<file path="src/rtl/ps2_rx_fifo.sv">
// PS/2 device-to-host byte receiver: filtered pins, start/odd-parity/stop checks, FWFT FIFO with valid/ready.
// Byte visible one cycle after its push; when full a new byte is dropped unless popped in the same cycle. Optional abort: PS2_RX_TIMEOUT_EN.
module ps2_rx_fifo #(
    parameter int CLK_DIV     = 2,
    parameter int FILT_LEN    = 8,
    parameter int FIFO_DEPTH  = 16,
    parameter int TIMEOUT_CYC = 50000
) (
    input  logic                          clk50,
    input  logic                          reset,
    input  logic                          ps2_clk,
    input  logic                          ps2_dat,
    output logic [7:0]                    code_data,
    output logic                          code_valid,
    input  logic                          code_ready,
    output logic [$clog2(FIFO_DEPTH):0]   fifo_count,
    output logic                          parity_err,
    output logic                          frame_err,
    output logic                          overflow,
    output logic                          timeout_err
);

    localparam int DIV_W = (CLK_DIV > 1) ? $clog2(CLK_DIV) : 1;
    localparam int PTR_W = (FIFO_DEPTH > 1) ? $clog2(FIFO_DEPTH) : 1;
    localparam int CNT_W = PTR_W + 1;

    typedef enum logic [1:0] {
        S_IDLE,
        S_DATA,
        S_PARITY,
        S_STOP
    } state_t;

    // ---------------- sample tick ----------------
    logic [DIV_W-1:0] div_q;
    logic             tick;

    assign tick = (div_q == DIV_W'(CLK_DIV - 1));

    always_ff @(posedge clk50) begin
        if (reset) begin
            div_q <= '0;
        end else if (tick) begin
            div_q <= '0;
        end else begin
            div_q <= div_q + DIV_W'(1);
        end
    end

    // ---------------- pin synchronisers and glitch filters ----------------
    logic [1:0]          clk_sync_q;
    logic [1:0]          dat_sync_q;
    logic [FILT_LEN-1:0] clk_sr_q;
    logic [FILT_LEN-1:0] clk_sr_d;
    logic [FILT_LEN-1:0] dat_sr_q;
    logic [FILT_LEN-1:0] dat_sr_d;
    logic                clk_f_q;
    logic                clk_f_d;
    logic                dat_f_q;
    logic                dat_f_d;
    logic                fall;

    always_comb begin
        clk_sr_d = clk_sr_q;
        dat_sr_d = dat_sr_q;
        clk_f_d  = clk_f_q;
        dat_f_d  = dat_f_q;
        if (tick) begin
            clk_sr_d = {clk_sr_q[FILT_LEN-2:0], clk_sync_q[1]};
            dat_sr_d = {dat_sr_q[FILT_LEN-2:0], dat_sync_q[1]};
            if (&clk_sr_d) begin
                clk_f_d = 1'b1;
            end else if (~|clk_sr_d) begin
                clk_f_d = 1'b0;
            end
            if (&dat_sr_d) begin
                dat_f_d = 1'b1;
            end else if (~|dat_sr_d) begin
                dat_f_d = 1'b0;
            end
        end
    end

    // The FSM acts in the same cycle the filtered clock drops, using the freshly filtered data.
    assign fall = clk_f_q & ~clk_f_d;

    always_ff @(posedge clk50) begin
        if (reset) begin
            clk_sync_q <= '1;
            dat_sync_q <= '1;
            clk_sr_q   <= '1;
            dat_sr_q   <= '1;
            clk_f_q    <= 1'b1;
            dat_f_q    <= 1'b1;
        end else begin
            clk_sync_q <= {clk_sync_q[0], ps2_clk};
            dat_sync_q <= {dat_sync_q[0], ps2_dat};
            clk_sr_q   <= clk_sr_d;
            dat_sr_q   <= dat_sr_d;
            clk_f_q    <= clk_f_d;
            dat_f_q    <= dat_f_d;
        end
    end

    // ---------------- frame FSM ----------------
    state_t     state_q;
    logic [2:0] bit_cnt_q;
    logic [7:0] byte_q;
    logic       par_q;
    logic       push_q;
    logic [7:0] push_dat_q;
    logic       parity_err_q;
    logic       frame_err_q;

`ifdef PS2_RX_TIMEOUT_EN
    localparam int TO_W = $clog2(TIMEOUT_CYC + 1);

    logic [TO_W-1:0] to_cnt_q;
    logic            to_hit;
    logic            timeout_err_q;

    assign to_hit = (state_q != S_IDLE) && (to_cnt_q == TO_W'(TIMEOUT_CYC));

    always_ff @(posedge clk50) begin
        if (reset || fall || state_q == S_IDLE) begin
            to_cnt_q <= '0;
        end else if (to_cnt_q != TO_W'(TIMEOUT_CYC)) begin
            to_cnt_q <= to_cnt_q + TO_W'(1);
        end
    end

    assign timeout_err = timeout_err_q;
`else
    assign timeout_err = 1'b0;
`endif

    always_ff @(posedge clk50) begin
        if (reset) begin
            state_q      <= S_IDLE;
            bit_cnt_q    <= '0;
            byte_q       <= '0;
            par_q        <= 1'b0;
            push_q       <= 1'b0;
            push_dat_q   <= '0;
            parity_err_q <= 1'b0;
            frame_err_q  <= 1'b0;
`ifdef PS2_RX_TIMEOUT_EN
            timeout_err_q <= 1'b0;
`endif
        end else begin
            push_q       <= 1'b0;
            parity_err_q <= 1'b0;
            frame_err_q  <= 1'b0;
`ifdef PS2_RX_TIMEOUT_EN
            timeout_err_q <= 1'b0;
`endif
            if (fall) begin
                case (state_q)
                    S_IDLE: begin
                        if (!dat_f_d) begin
                            state_q   <= S_DATA;
                            bit_cnt_q <= '0;
                        end
                    end
                    S_DATA: begin
                        byte_q    <= {dat_f_d, byte_q[7:1]};
                        bit_cnt_q <= bit_cnt_q + 3'd1;
                        if (bit_cnt_q == 3'd7) begin
                            state_q <= S_PARITY;
                        end
                    end
                    S_PARITY: begin
                        par_q   <= dat_f_d;
                        state_q <= S_STOP;
                    end
                    default: begin
                        // A bad stop bit masks a bad parity bit.
                        if (!dat_f_d) begin
                            frame_err_q <= 1'b1;
                        end else if (!(^{byte_q, par_q})) begin
                            parity_err_q <= 1'b1;
                        end else begin
                            push_q     <= 1'b1;
                            push_dat_q <= byte_q;
                        end
                        state_q <= S_IDLE;
                    end
                endcase
`ifdef PS2_RX_TIMEOUT_EN
            end else if (to_hit) begin
                state_q       <= S_IDLE;
                timeout_err_q <= 1'b1;
`endif
            end
        end
    end

    assign parity_err = parity_err_q;
    assign frame_err  = frame_err_q;

    // ---------------- first-word-fall-through FIFO ----------------
    logic [7:0]       mem_q [FIFO_DEPTH];
    logic [PTR_W-1:0] rd_ptr_q;
    logic [PTR_W-1:0] wr_ptr_q;
    logic [CNT_W-1:0] count_q;
    logic             overflow_q;
    logic             full;
    logic             pop;
    logic             wr_en;

    assign code_valid = (count_q != '0);
    assign full       = (count_q == CNT_W'(FIFO_DEPTH));
    assign pop        = code_valid & code_ready;
    assign wr_en      = push_q & (~full | pop);

    always_ff @(posedge clk50) begin
        if (wr_en) begin
            mem_q[wr_ptr_q] <= push_dat_q;
        end
    end

    always_ff @(posedge clk50) begin
        if (reset) begin
            rd_ptr_q   <= '0;
            wr_ptr_q   <= '0;
            count_q    <= '0;
            overflow_q <= 1'b0;
        end else begin
            overflow_q <= push_q & full & ~pop;
            if (wr_en) begin
                wr_ptr_q <= wr_ptr_q + PTR_W'(1);
            end
            if (pop) begin
                rd_ptr_q <= rd_ptr_q + PTR_W'(1);
            end
            case ({wr_en, pop})
                2'b10:   count_q <= count_q + CNT_W'(1);
                2'b01:   count_q <= count_q - CNT_W'(1);
                default: count_q <= count_q;
            endcase
        end
    end

    assign code_data  = code_valid ? mem_q[rd_ptr_q] : 8'h00;
    assign fifo_count = count_q;
    assign overflow   = overflow_q;

endmodule
</file>
<file path="config.mk">
export PLATFORM = sky130hd
export DESIGN_NAME = ps2_rx_fifo
export DESIGN_NICKNAME = d
export VERILOG_FILES = /design/src/rtl/ps2_rx_fifo.sv
export SDC_FILE = /design/constraint.sdc
export NUM_CORES = 1
export LEC_CHECK = 0
export BUFFER_PORTS_ARGS = -buffer_cell sky130_fd_sc_hd__buf_2
export CAP_MARGIN = 5
export CORE_ASPECT_RATIO = 0.8
export CORE_UTILIZATION = 61
export DETAILED_ROUTE_END_ITERATION = 8
export PLACE_DENSITY_LB_ADDON = 0.3
export SLEW_MARGIN = 20
export SYNTH_ARGS = -nofsm -noshare
export SYNTH_HDL_FRONTEND = slang
export SYNTH_SLANG_ARGS = --single-unit
</file>
<file path="constraint.sdc">
create_clock -name clk50 -period 6.68 [get_ports clk50]
set_input_delay 1.67 -clock clk50 [delete_from_list [all_inputs] [get_ports clk50]]
set_output_delay 1.67 -clock clk50 [all_outputs]
set_load 0.01 [all_outputs]
</file>
==> out/metrics.csv, run 1 <==
stage,metric,value,unit
synthesis,avgSynthCellArea,15.17,um^2
sta,slew-limit-headroom,0.2156,
setup_path,worst-r2r-cell-count,5,
clocking,cts_tree,yes,
power_and_ir_drop,p_per_area,332.5,nW/um^2
finish,layout-drive-gt1-share,0.2066,
die,start_util,0.6330,
synthesis,syn_area,7784,um^2
synthesis,ys_seq_area_frac,0.6584,
die,die_y,103.0,um
sta,tightestPinTransition,1.172,ns
sta,hold_viol,0,
synthesis,synth_fp_nets,531,
global_routing,antenna_found_initial,0,
clocking,postCtsSetupBuffers,0,
finish,synthToLayoutAreaGrowth,10.22,%
finish,final_common_cell,edfxtp_1,
power_and_ir_drop,p_switching,0.0007622,W
global_routing,grt_max_degree,62,
power_and_ir_drop,seq_power_share,0.481,
power_and_ir_drop,internal_power,0.002091,W
worst_hold_path,hp-class,register to register,
synthesis,syn_inst,513,
job,drv_cap,0,
clocking,ctsHoldBuffers,0,
finish,nNetsFinal,547,
worst_hold_path,holdPathStages,1,
sta,final.setup_skew,0.01094,ns
place,portBuffers,21,
sta,setup_tns,0,ns
clocking,clk_pin_slew,0.07,ns
power_and_ir_drop,clock_power_share,0.338,
setup_path,arrival,2.65,ns
setup_path,path_depth,4,
sta,slew_violations,0,
clocking,cts_buffer_depth,2,
detailed_routing,drc,0,
die,coreArea,12300,um^2
clocking,clock_sinks,192,
detailed_routing,wl_per_cell,21.26,um
detailed_routing,num_vias,4353,
sta,max_freq,0.2317,GHz
setup_path,crit_path_end_kind,output port,
synthesis,synth_async_sr_flop_share,0,
finish,postLayoutCoreUtil,0.6977,
setup_path,reg2reg_to,mem_q[3][1],
die,ios,23,
power_and_ir_drop,swShare,0.2672,
setup_path,reg2reg_setup_slack,3.95,ns
detailed_routing,route.antenna.remaining_nets,0,
setup_path,crit_family,multiplexers,
clocking,htree_num_levels,4,
finish,nFillCells,794,
synthesis,synth-main-ff-cell,edfxtp_1,
outcome,status,completed,
sta,fin_crit_sh,0.6461,
detailed_routing,dr.pass1.iters,5,
sta,final-setup-viol-count,0,
setup_path,critPathMaxFanout,32,
die,die_area,13220,um^2
detailed_routing,wl,15160,um
synthesis,yosysWarnings,0,
clocking,cts-root-buf,clkbuf_16,
global_routing,grt_pass1_vias,4153,
global_routing,gr-total-overflow,0,
setup_path,critical_path_class,register to output port,
die,rows,36,
power_and_ir_drop,peakVddDrop,0.2257,mV
synthesis,ys_ff_latch,192,
clocking,cts_resized,0,
synthesis,ys_types,47,
global_routing,grt_pass1_wl,23160,um
setup_path,slowest_delay,0.79,ns
finish,diodes,0,
detailed_routing,routed_via_density,6.105,
setup_path,r2r_start,fifo_count[1],
setup_path,start_kind,register,
setup_path,cp_data_required_time,5.01,ns
sta,finalCriticalPeriod,4.316,ns
setup_path,crit_buf_inv,1,
power_and_ir_drop,p_comb_frac,0.180,
clocking,clk_latency,0.42,ns
die,chipWidth,128.3,um
power_and_ir_drop,leakagePower,2.857,nW
sta,rsz0062_at_grt,no,
setup_path,worstSetupEndpoint,code_data[7],
place,dp_hpwl,9532,um
setup_path,cp_cell_sequence,mux4_2 -> mux4_2 -> and2_1 -> buf_2,
place,place.gp.congestion,0.7851,
setup_path,cp_common_cell,mux4_2,
setup_path,slowest_stage,dfxtp_4,
clocking,cts_buffers,17,
detailed_routing,first_iter_violations,448,
global_routing,grt_use_total,0.2458,
finish,most-common-layout-cells,"edfxtp_1, dfxtp_1, mux4_2",
synthesis,synth_edf_count,128,
[registers in the layout, summed over array words and instances (netlist names), 2 cells and up, named ones only]
register	count
clk_sr_q	7
fifo_count	5
dat_sync_q	2
state_q	2
wr_ptr_q	4
clk_sync_q	2
bit_cnt_q	3
mem_q	128
rd_ptr_q	4
push_dat_q	8
dat_sr_q	7
byte_q	8
[synth_stat cells, drive strengths merged, types with 2 or more instances]
cell | number | share of area
nor4 | 4 | 0.0032
o2bb2ai | 2 | 0.0023
nor2 | 33 | 0.016
nor3 | 9 | 0.0058
buf | 11 | 0.0092
nand2 | 22 | 0.011
xnor2 | 9 | 0.010
nor4b | 2 | 0.0023
xor2 | 6 | 0.0068
nor2b | 16 | 0.013
a31oi | 4 | 0.0032
nand3 | 11 | 0.0071
o21bai | 2 | 0.0019
or4 | 2 | 0.0024
a211o | 15 | 0.017
nand2b | 7 | 0.0056
ha | 13 | 0.021
mux4 | 40 | 0.12
inv | 9 | 0.0043
or2 | 5 | 0.0040
a21oi | 26 | 0.017
dfxtp | 64 | 0.16
mux2i | 4 | 0.0051
mux2 | 2 | 0.0029
o31ai | 7 | 0.0068
and2 | 9 | 0.0072
clkbuf | 18 | 0.0087
edfxtp | 128 | 0.49
o21ai | 7 | 0.0050
or3 | 2 | 0.0016
nand4 | 13 | 0.010
[worst register-to-register path, cell delays in order (launching register included)]
cell and delay, ns:
dfxtp_1 0.50, or4_4 0.22, o31a_1 0.42, nand2_1 0.28, nor3_1 0.74, buf_4 0.29
[logic make-up after synthesis]
kind of cell | count (synthesis) | share of synthesized area
DFF | 192 | 0.6584
and+or+nand+nor | 136 | 0.09034
AOI/OAI and AO/OA | 70 | 0.06092
muxes | 46 | 0.1238
buffers and inverters | 38 | 0.02218
xor gates and xnor gates | 17 | 0.02299
adders and majority gates | 13 | 0.02090
other | 1 | 0.0004818
[stage by stage]
step	area [um^2]	setup slack, ns	hold slack [ns]	power [W]	instances
6_report	8579	2.364	0.4113	0.002853	713
3_3_place_gp	8008	2.447	0.3933	0.001895	681
5_1_grt	8579	2.230	0.4375	0.002966	713
2_1_floorplan	7784	3.128	0.3895	0.001772	513
4_1_cts	8577	2.326	0.4155	0.002866	713
3_5_place_dp	8010	2.819	0.3995	0.001911	681
[area by class of cell]
type | count | area, um^2 | share of cell area
Sequential cell | 192 | 5129 | 0.5978
Multi-Input combinational cell | 283 | 2494 | 0.2907
Clock buffer | 18 | 439.2 | 0.05119
Tap cell | 171 | 214.0 | 0.02494
Timing Repair Buffer | 26 | 142.6 | 0.01663
Clock inverter | 14 | 127.6 | 0.01488
Inverter | 9 | 33.78 | 0.003938
[power by group through the flow]
stage | registers [W] | clock network, W | logic, W
after detailed placement | 0.00140 | 0 | 0.000511
after floorplan | 0.00135 | 0 | 0.000426
final | 0.00137 | 0.000965 | 0.000515
after global routing | 0.00139 | 0.00102 | 0.000559
after CTS | 0.00138 | 0.000974 | 0.000516
after global placement | 0.00140 | 0 | 0.000498
[per-layer routing]
| layer | part of all wire | wire length [um] | global-route usage |
|---|---|---|---|
| met5 | 0 | 0 | 0 |
| met4 | 0.012 | 179 | 0.08597 |
| met3 | 0.064 | 969 | 0.06746 |
| met2 | 0.49 | 7365 | 0.3925 |
| met1 | 0.44 | 6642 | 0.3296 |
[worst min-delay path by stage]
stage                       start            end
finish              clk_sync_q[0]  clk_sync_q[1]
global route        clk_sync_q[0]  clk_sync_q[1]
CTS                 clk_sync_q[0]  clk_sync_q[1]
detailed placement  clk_sync_q[0]  clk_sync_q[1]
global placement    dat_sync_q[0]  dat_sync_q[1]
floorplan           clk_sync_q[0]  clk_sync_q[1]
Power figures use the tool's default switching activity.
==> inputs of run 2 (changes only) <==
--- a/config.mk
+++ b/config.mk
@@ -8,7 +8,7 @@
 export BUFFER_PORTS_ARGS = -buffer_cell sky130_fd_sc_hd__buf_2
 export CAP_MARGIN = 5
 export CORE_ASPECT_RATIO = 0.8
-export CORE_UTILIZATION = 61
+export CORE_UTILIZATION = 56
 export DETAILED_ROUTE_END_ITERATION = 8
 export PLACE_DENSITY_LB_ADDON = 0.3
 export SLEW_MARGIN = 20
==> constraint.sdc (replaced) <==
create_clock -name clk50 -period 3.7 [get_ports clk50]
set_input_delay 0.925 -clock clk50 [delete_from_list [all_inputs] [get_ports clk50]]
set_output_delay 0.925 -clock clk50 [all_outputs]
set_load 0.01 [all_outputs]
==> out/metrics.csv, run 2 (synthesis results as in run 1) <==
stage,metric,value,unit,change
outcome,status,completed,,unchanged
global_routing,grt_pass1_wl,24200,um,was 23160 um
place,place.gp.congestion,0.7535,,was 0.7851
global_routing,grt_max_degree,62,,unchanged
power_and_ir_drop,p_switching,0.001344,W,was 0.0007622 W
sta,rsz0062_at_grt,no,,unchanged
global_routing,gr-total-overflow,0,,unchanged
sta,max_freq,0.2855,GHz,
clocking,cts_tree,yes,,unchanged
global_routing,antenna_found_initial,0,,unchanged
detailed_routing,drc,0,,unchanged
clocking,htree_num_levels,4,,unchanged
detailed_routing,route.antenna.remaining_nets,0,,unchanged
clocking,ctsHoldBuffers,0,,unchanged
power_and_ir_drop,peakVddDrop,0.4656,mV,was 0.2257 mV
power_and_ir_drop,internal_power,0.003951,W,was 0.002091 W
sta,slew_violations,0,,unchanged
place,dp.cells,705,,was 681
job,drv_cap,0,,unchanged
sta,setup_tns,0,ns,unchanged
worst_hold_path,hp-class,register to register,,unchanged
clocking,postCtsSetupBuffers,0,,unchanged
setup_path,start_kind,register,,unchanged
place,dp_hpwl,9900,um,was 9532 um
clocking,clk_pin_slew,0.06,ns,was 0.07 ns
finish,nNetsFinal,562,,was 547
power_and_ir_drop,swShare,0.2539,,was 0.2672
clocking,cts_resized,0,,unchanged
die,chipWidth,133.8,um,was 128.3 um
power_and_ir_drop,seq_power_share,0.458,,was 0.481
sta,whs,0.4167,ns,was 0.4113 ns
detailed_routing,dr.pass1.iters,5,,unchanged
sta,fin_crit_sh,0.9468,,
finish,regMostFlops,mem_q,,unchanged
power_and_ir_drop,clock_power_share,0.349,,was 0.338
sta,slew-limit-headroom,0.2851,,was 0.2156
power_and_ir_drop,p_per_area,605.1,nW/um^2,was 332.5 nW/um^2
clocking,cts-root-buf,clkbuf_16,,unchanged
finish,layout-drive-gt1-share,0.2172,,was 0.2066
sta,final.setup_skew,0.006637,ns,was 0.01094 ns
sta,finalCriticalPeriod,3.503,ns,
finish,instances_no_fill,737,,was 713
sta,tightestPinTransition,1.072,ns,was 1.172 ns
finish,largest_register_ffs,128,,unchanged
detailed_routing,num_vias,4412,,was 4353
finish,nFillCells,941,,was 794
clocking,clk_latency,0.42,ns,about the same
detailed_routing,wl,15550,um,was 15160 um
finish,final_common_cell,edfxtp_1,,unchanged
detailed_routing,wl_per_cell,21.10,um,was 21.26 um
global_routing,grt_use_total,0.2324,,was 0.2458
setup_path,cp_data_required_time,2.77,ns,was 5.01 ns
clocking,clock_sinks,192,,unchanged
detailed_routing,routed_via_density,5.986,,was 6.105
clocking,cts_buffers,17,,unchanged
sta,final-setup-viol-count,0,,unchanged
power_and_ir_drop,p_comb_frac,0.193,,was 0.180
finish,diodes,0,,unchanged
sta,hold_viol,0,,unchanged
die,coreArea,13550,um^2,was 12300 um^2
clocking,cts_buffer_depth,2,,unchanged
setup_path,crit_path_end_kind,output port,,unchanged
finish,most-common-layout-cells,"edfxtp_1, dfxtp_1, mux4_2",,unchanged
finish,synthToLayoutAreaGrowth,12.43,%,was 10.22%
die,ios,23,,unchanged
die,die_area,14380,um^2,was 13220 um^2
global_routing,grt_pass1_vias,4359,,was 4153
die,rows,38,,was 36
finish,top_regs,"mem_q: 128 flops, byte_q: 8 flops, push_dat_q: 8 flops",,unchanged
die,die_y,107.5,um,was 103.0 um
power_and_ir_drop,power,0.005295,W,was 0.002853 W
setup_path,arrival,2.58,ns,was 2.65 ns
setup_path,critPathMaxFanout,12,,was 32
detailed_routing,first_iter_violations,488,,was 448
die,start_util,0.5744,,was 0.6330
place,portBuffers,21,,unchanged
power_and_ir_drop,leakagePower,2.945,nW,was 2.857 nW
setup_path,critical_path_class,register to output port,,unchanged
==> run 2: path summary, 6_finish.rpt <==
| kind | depth (start not counted) | slack, ns | from | to |
|---|---|---|---|---|
| setup reg to reg | 9 | 1.00 | fifo_count[1] | fifo_count[4] |
| hold / removal | 1 | 0.42 | dat_sync_q[0] | dat_sync_q[1] |
| hold reg to reg | 1 | 0.42 | dat_sync_q[0] | dat_sync_q[1] |
| setup / recovery | 5 | 0.20 | register | code_data[7] |
==> run 2: critical path: stages, from the launching register on <==
cell and delay [ns]:
dfxtp_2 0.61, buf_12 0.22, mux4_2 0.51, mux4_2 0.50
and2_1 0.17, buf_2 0.14
==> run 2: stage by stage <==
step	utilization	setup WS (ns)	instance area [um^2]
floorplan	-	0.8926	7784
global placement	0.6016	0.6429	8152
detailed placement	0.6016	0.6113	8152
CTS	0.6458	0.1469	8751
global route	0.6458	0.07988	8751
finish	0.6458	0.1968	8751
==> run 2: routing by layer <==
layer	routed length (um)	share of wire	GRT usage
met1	6853	0.44	0.3241
met2	7356	0.47	0.3645
met3	1100	0.071	0.05650
met4	240	0.015	0.06818
met5	0	0	0
==> run 2: power groups by stage <==
stage / Clock (W) / Combinational [W] / Sequential, W
after floorplan: 0 / 0.000770 / 0.00243
after global placement: 0 / 0.000987 / 0.00247
after detailed placement: 0 / 0.00102 / 0.00247
after CTS: 0.00186 / 0.00102 / 0.00243
after global routing: 0.00196 / 0.00111 / 0.00244
final: 0.00185 / 0.00102 / 0.00243
==> run 2: area by class of cell <==
type / instances / area, um^2 / area share
Clock buffer: 22 / 464.2 / 0.05305
Clock inverter: 10 / 135.1 / 0.01544
Inverter: 9 / 33.78 / 0.003860
Multi-Input combinational cell: 283 / 2486 / 0.2841
Sequential cell: 192 / 5126 / 0.5858
Tap cell: 180 / 225.2 / 0.02574
Timing Repair Buffer: 41 / 280.3 / 0.03203
==> inputs of run 3 (changes only) <==
--- a/config.mk
+++ b/config.mk
@@ -5,7 +5,7 @@
 export SDC_FILE = /design/constraint.sdc
 export NUM_CORES = 1
 export LEC_CHECK = 0
-export BUFFER_PORTS_ARGS = -buffer_cell sky130_fd_sc_hd__buf_2
+export BUFFER_PORTS_ARGS = -buffer_cell sky130_fd_sc_hd__buf_4
 export CAP_MARGIN = 5
 export CORE_ASPECT_RATIO = 0.8
 export CORE_UTILIZATION = 56
==> out/metrics.csv, run 3 (synthesis results as in run 1) <==
stage,metric,value,unit,change
outcome,status,completed,,unchanged
setup_path,crit_path_end_kind,output port,,unchanged
setup_path,cp_cell_sequence,buf_12 -> mux4_2 -> mux4_2 -> and2_1 -> buf_4,,was buf_12 -> mux4_2 -> mux4_2 -> and2_1 -> buf_2
sta,finalCriticalPeriod,3.505,ns,was 3.503 ns
worst_hold_path,min_from,clk_sync_q[0],,was dat_sync_q[0]
setup_path,path_depth,5,,unchanged
power_and_ir_drop,peakVddDrop,0.5852,mV,was 0.4656 mV
finish,synthToLayoutAreaGrowth,12.06,%,was 12.43%
finish,most-common-layout-cells,"edfxtp_1, dfxtp_1, mux4_2",,unchanged
power_and_ir_drop,p_switching,0.001323,W,was 0.001344 W
sta,setup_ws,0.1948,ns,was 0.1968 ns
detailed_routing,drc,0,,unchanged
setup_path,critical_path_class,register to output port,,unchanged
die,start_util,0.5744,,unchanged
sta,tightestPinTransition,0.9190,ns,was 1.072 ns
place,dp.cells,700,,was 705
global_routing,grt_max_degree,62,,unchanged
detailed_routing,wl,15020,um,was 15550 um
die,coreArea,13550,um^2,unchanged
sta,slew-limit-headroom,0.3850,,was 0.2851
die,chipWidth,133.8,um,unchanged
sta,final-setup-viol-count,0,,unchanged
setup_path,cp_common_cell,mux4_2,,unchanged
worst_hold_path,hp-class,register to register,,unchanged
job,drv_cap,0,,unchanged
setup_path,worst-r2r-cell-count,9,,unchanged
clocking,cts_buffers,17,,unchanged
clocking,htree_num_levels,4,,unchanged
clocking,clk_pin_slew,0.06,ns,about the same
finish,largest_register_ffs,128,,unchanged
die,ios,23,,unchanged
die,die_area,14380,um^2,unchanged
clocking,ctsHoldBuffers,0,,unchanged
finish,regMostFlops,mem_q,,unchanged
power_and_ir_drop,p_comb_frac,0.201,,was 0.193
finish,nNetsFinal,557,,was 562
power_and_ir_drop,leakagePower,2.912,nW,was 2.945 nW
power_and_ir_drop,power,0.005227,W,was 0.005295 W
global_routing,grt_pass1_wl,23420,um,was 24200 um
setup_path,cp_data_required_time,2.77,ns,about the same
clocking,cts-root-buf,clkbuf_16,,unchanged
clocking,cts_resized,0,,unchanged
power_and_ir_drop,swShare,0.2531,,was 0.2539
setup_path,critPathMaxFanout,24,,was 12
detailed_routing,num_vias,4392,,was 4412
finish,instances_no_fill,732,,was 737
global_routing,antenna_found_initial,0,,unchanged
global_routing,grt_pass1_vias,4165,,was 4359
setup_path,reg2reg_setup_slack,1.13,ns,was 1.00 ns
detailed_routing,wl_per_cell,20.52,um,was 21.10 um
sta,max_freq,0.2853,GHz,was 0.2855 GHz
finish,final_common_cell,edfxtp_1,,unchanged
clocking,clock_sinks,192,,unchanged
place,dp_hpwl,9485,um,was 9900 um
sta,rsz0062_at_grt,no,,unchanged
setup_path,worstSetupEndpoint,code_data[3],,was code_data[7]
global_routing,gr-total-overflow,0,,unchanged
detailed_routing,first_iter_violations,465,,was 488
finish,layout-drive-gt1-share,0.2065,,was 0.2172
sta,setup_tns,0,ns,unchanged
setup_path,arrival,2.58,ns,about the same
detailed_routing,routed_via_density,6.000,,was 5.986
power_and_ir_drop,clock_power_share,0.336,,was 0.349
die,rows,38,,unchanged
power_and_ir_drop,p_per_area,599.3,nW/um^2,was 605.1 nW/um^2
detailed_routing,dr.pass1.iters,4,,was 5
power_and_ir_drop,seq_power_share,0.463,,was 0.458
clocking,clk_latency,0.43,ns,was 0.42 ns
clocking,cts_buffer_depth,2,,unchanged
setup_path,r2r_start,fifo_count[2],,was fifo_count[1]
finish,diodes,0,,unchanged
power_and_ir_drop,internal_power,0.003904,W,was 0.003951 W
clocking,postCtsSetupBuffers,0,,unchanged
setup_path,crit_family,multiplexers,,unchanged
sta,slew_violations,0,,unchanged
place,pre_cts_ws,0.5935,ns,was 0.6113 ns
sta,final.setup_skew,0.008688,ns,was 0.006637 ns
place,portBuffers,21,,unchanged
setup_path,crit_buf_inv,2,,unchanged
clocking,cts_tree,yes,,unchanged
finish,top_regs,"mem_q: 128 flops, byte_q: 8 flops, push_dat_q: 8 flops",,unchanged
place,place.gp.congestion,0.7802,,was 0.7535
detailed_routing,route.antenna.remaining_nets,0,,unchanged
die,die_y,107.5,um,unchanged
sta,hold_viol,0,,unchanged
setup_path,slowest_delay,0.53,ns,was 0.61 ns
setup_path,reg2reg_to,fifo_count[4],,unchanged
global_routing,grt_use_total,0.2260,,was 0.2324
setup_path,slowest_stage,dfxtp_2,,unchanged
setup_path,start_kind,register,,unchanged
sta,fin_crit_sh,0.9474,,was 0.9468
run 3: cell count changes in the layout (fill, tap and decap cells not counted), sizes merged:
cell      delta
bufinv       -1
buf          -5
clkinvlp     -2
clkinv       +3
run 3: metal layers:
| layer | GRT usage | routed length, um |
|---|---|---|
| met3 | 0.05932 | 991 |
| met1 | 0.3225 | 6871 |
| met5 | 0 | 0 |
| met4 | 0.07873 | 237 |
| met2 | 0.3364 | 6916 |
run 3: how the worst min path moves through the flow:
stage | end | slack, ns | cells past startpoint
6_report | clk_sync_q[1] | 0.41 | 1
5_1_grt | clk_sync_q[1] | 0.42 | 1
4_1_cts | clk_sync_q[1] | 0.41 | 1
3_5_place_dp | clk_sync_q[1] | 0.39 | 1
3_3_place_gp | clk_sync_q[1] | 0.39 | 1
2_1_floorplan | clk_sync_q[1] | 0.39 | 1
run 3: power by group through the flow:
stage | registers, W | logic [W] | clock network, W
5_1_grt | 0.00244 | 0.00115 | 0.00186
3_3_place_gp | 0.00246 | 0.00103 | 0
6_report | 0.00242 | 0.00105 | 0.00176
2_1_floorplan | 0.00243 | 0.000770 | 0
3_5_place_dp | 0.00247 | 0.00105 | 0
4_1_cts | 0.00242 | 0.00106 | 0.00178
run 3: metrics by stage:
step	hold WS (ns)	utilization	instance area, um^2
finish	0.4108	0.6437	8722
global route	0.4227	0.6437	8722
CTS	0.4089	0.6437	8722
detailed placement	0.3945	0.6018	8154
global placement	0.3941	0.6018	8154
floorplan	0.3895	-	7784
run 3: layout make-up:
class	instances	area, um^2
sequential	192	5126
fill	921	4828
multi-input combinational	283	2486
clock buffer	22	454.2
timing repair buffer	36	282.8
tap	180	225.2
clock inverter	10	113.9
inverter	9	33.78
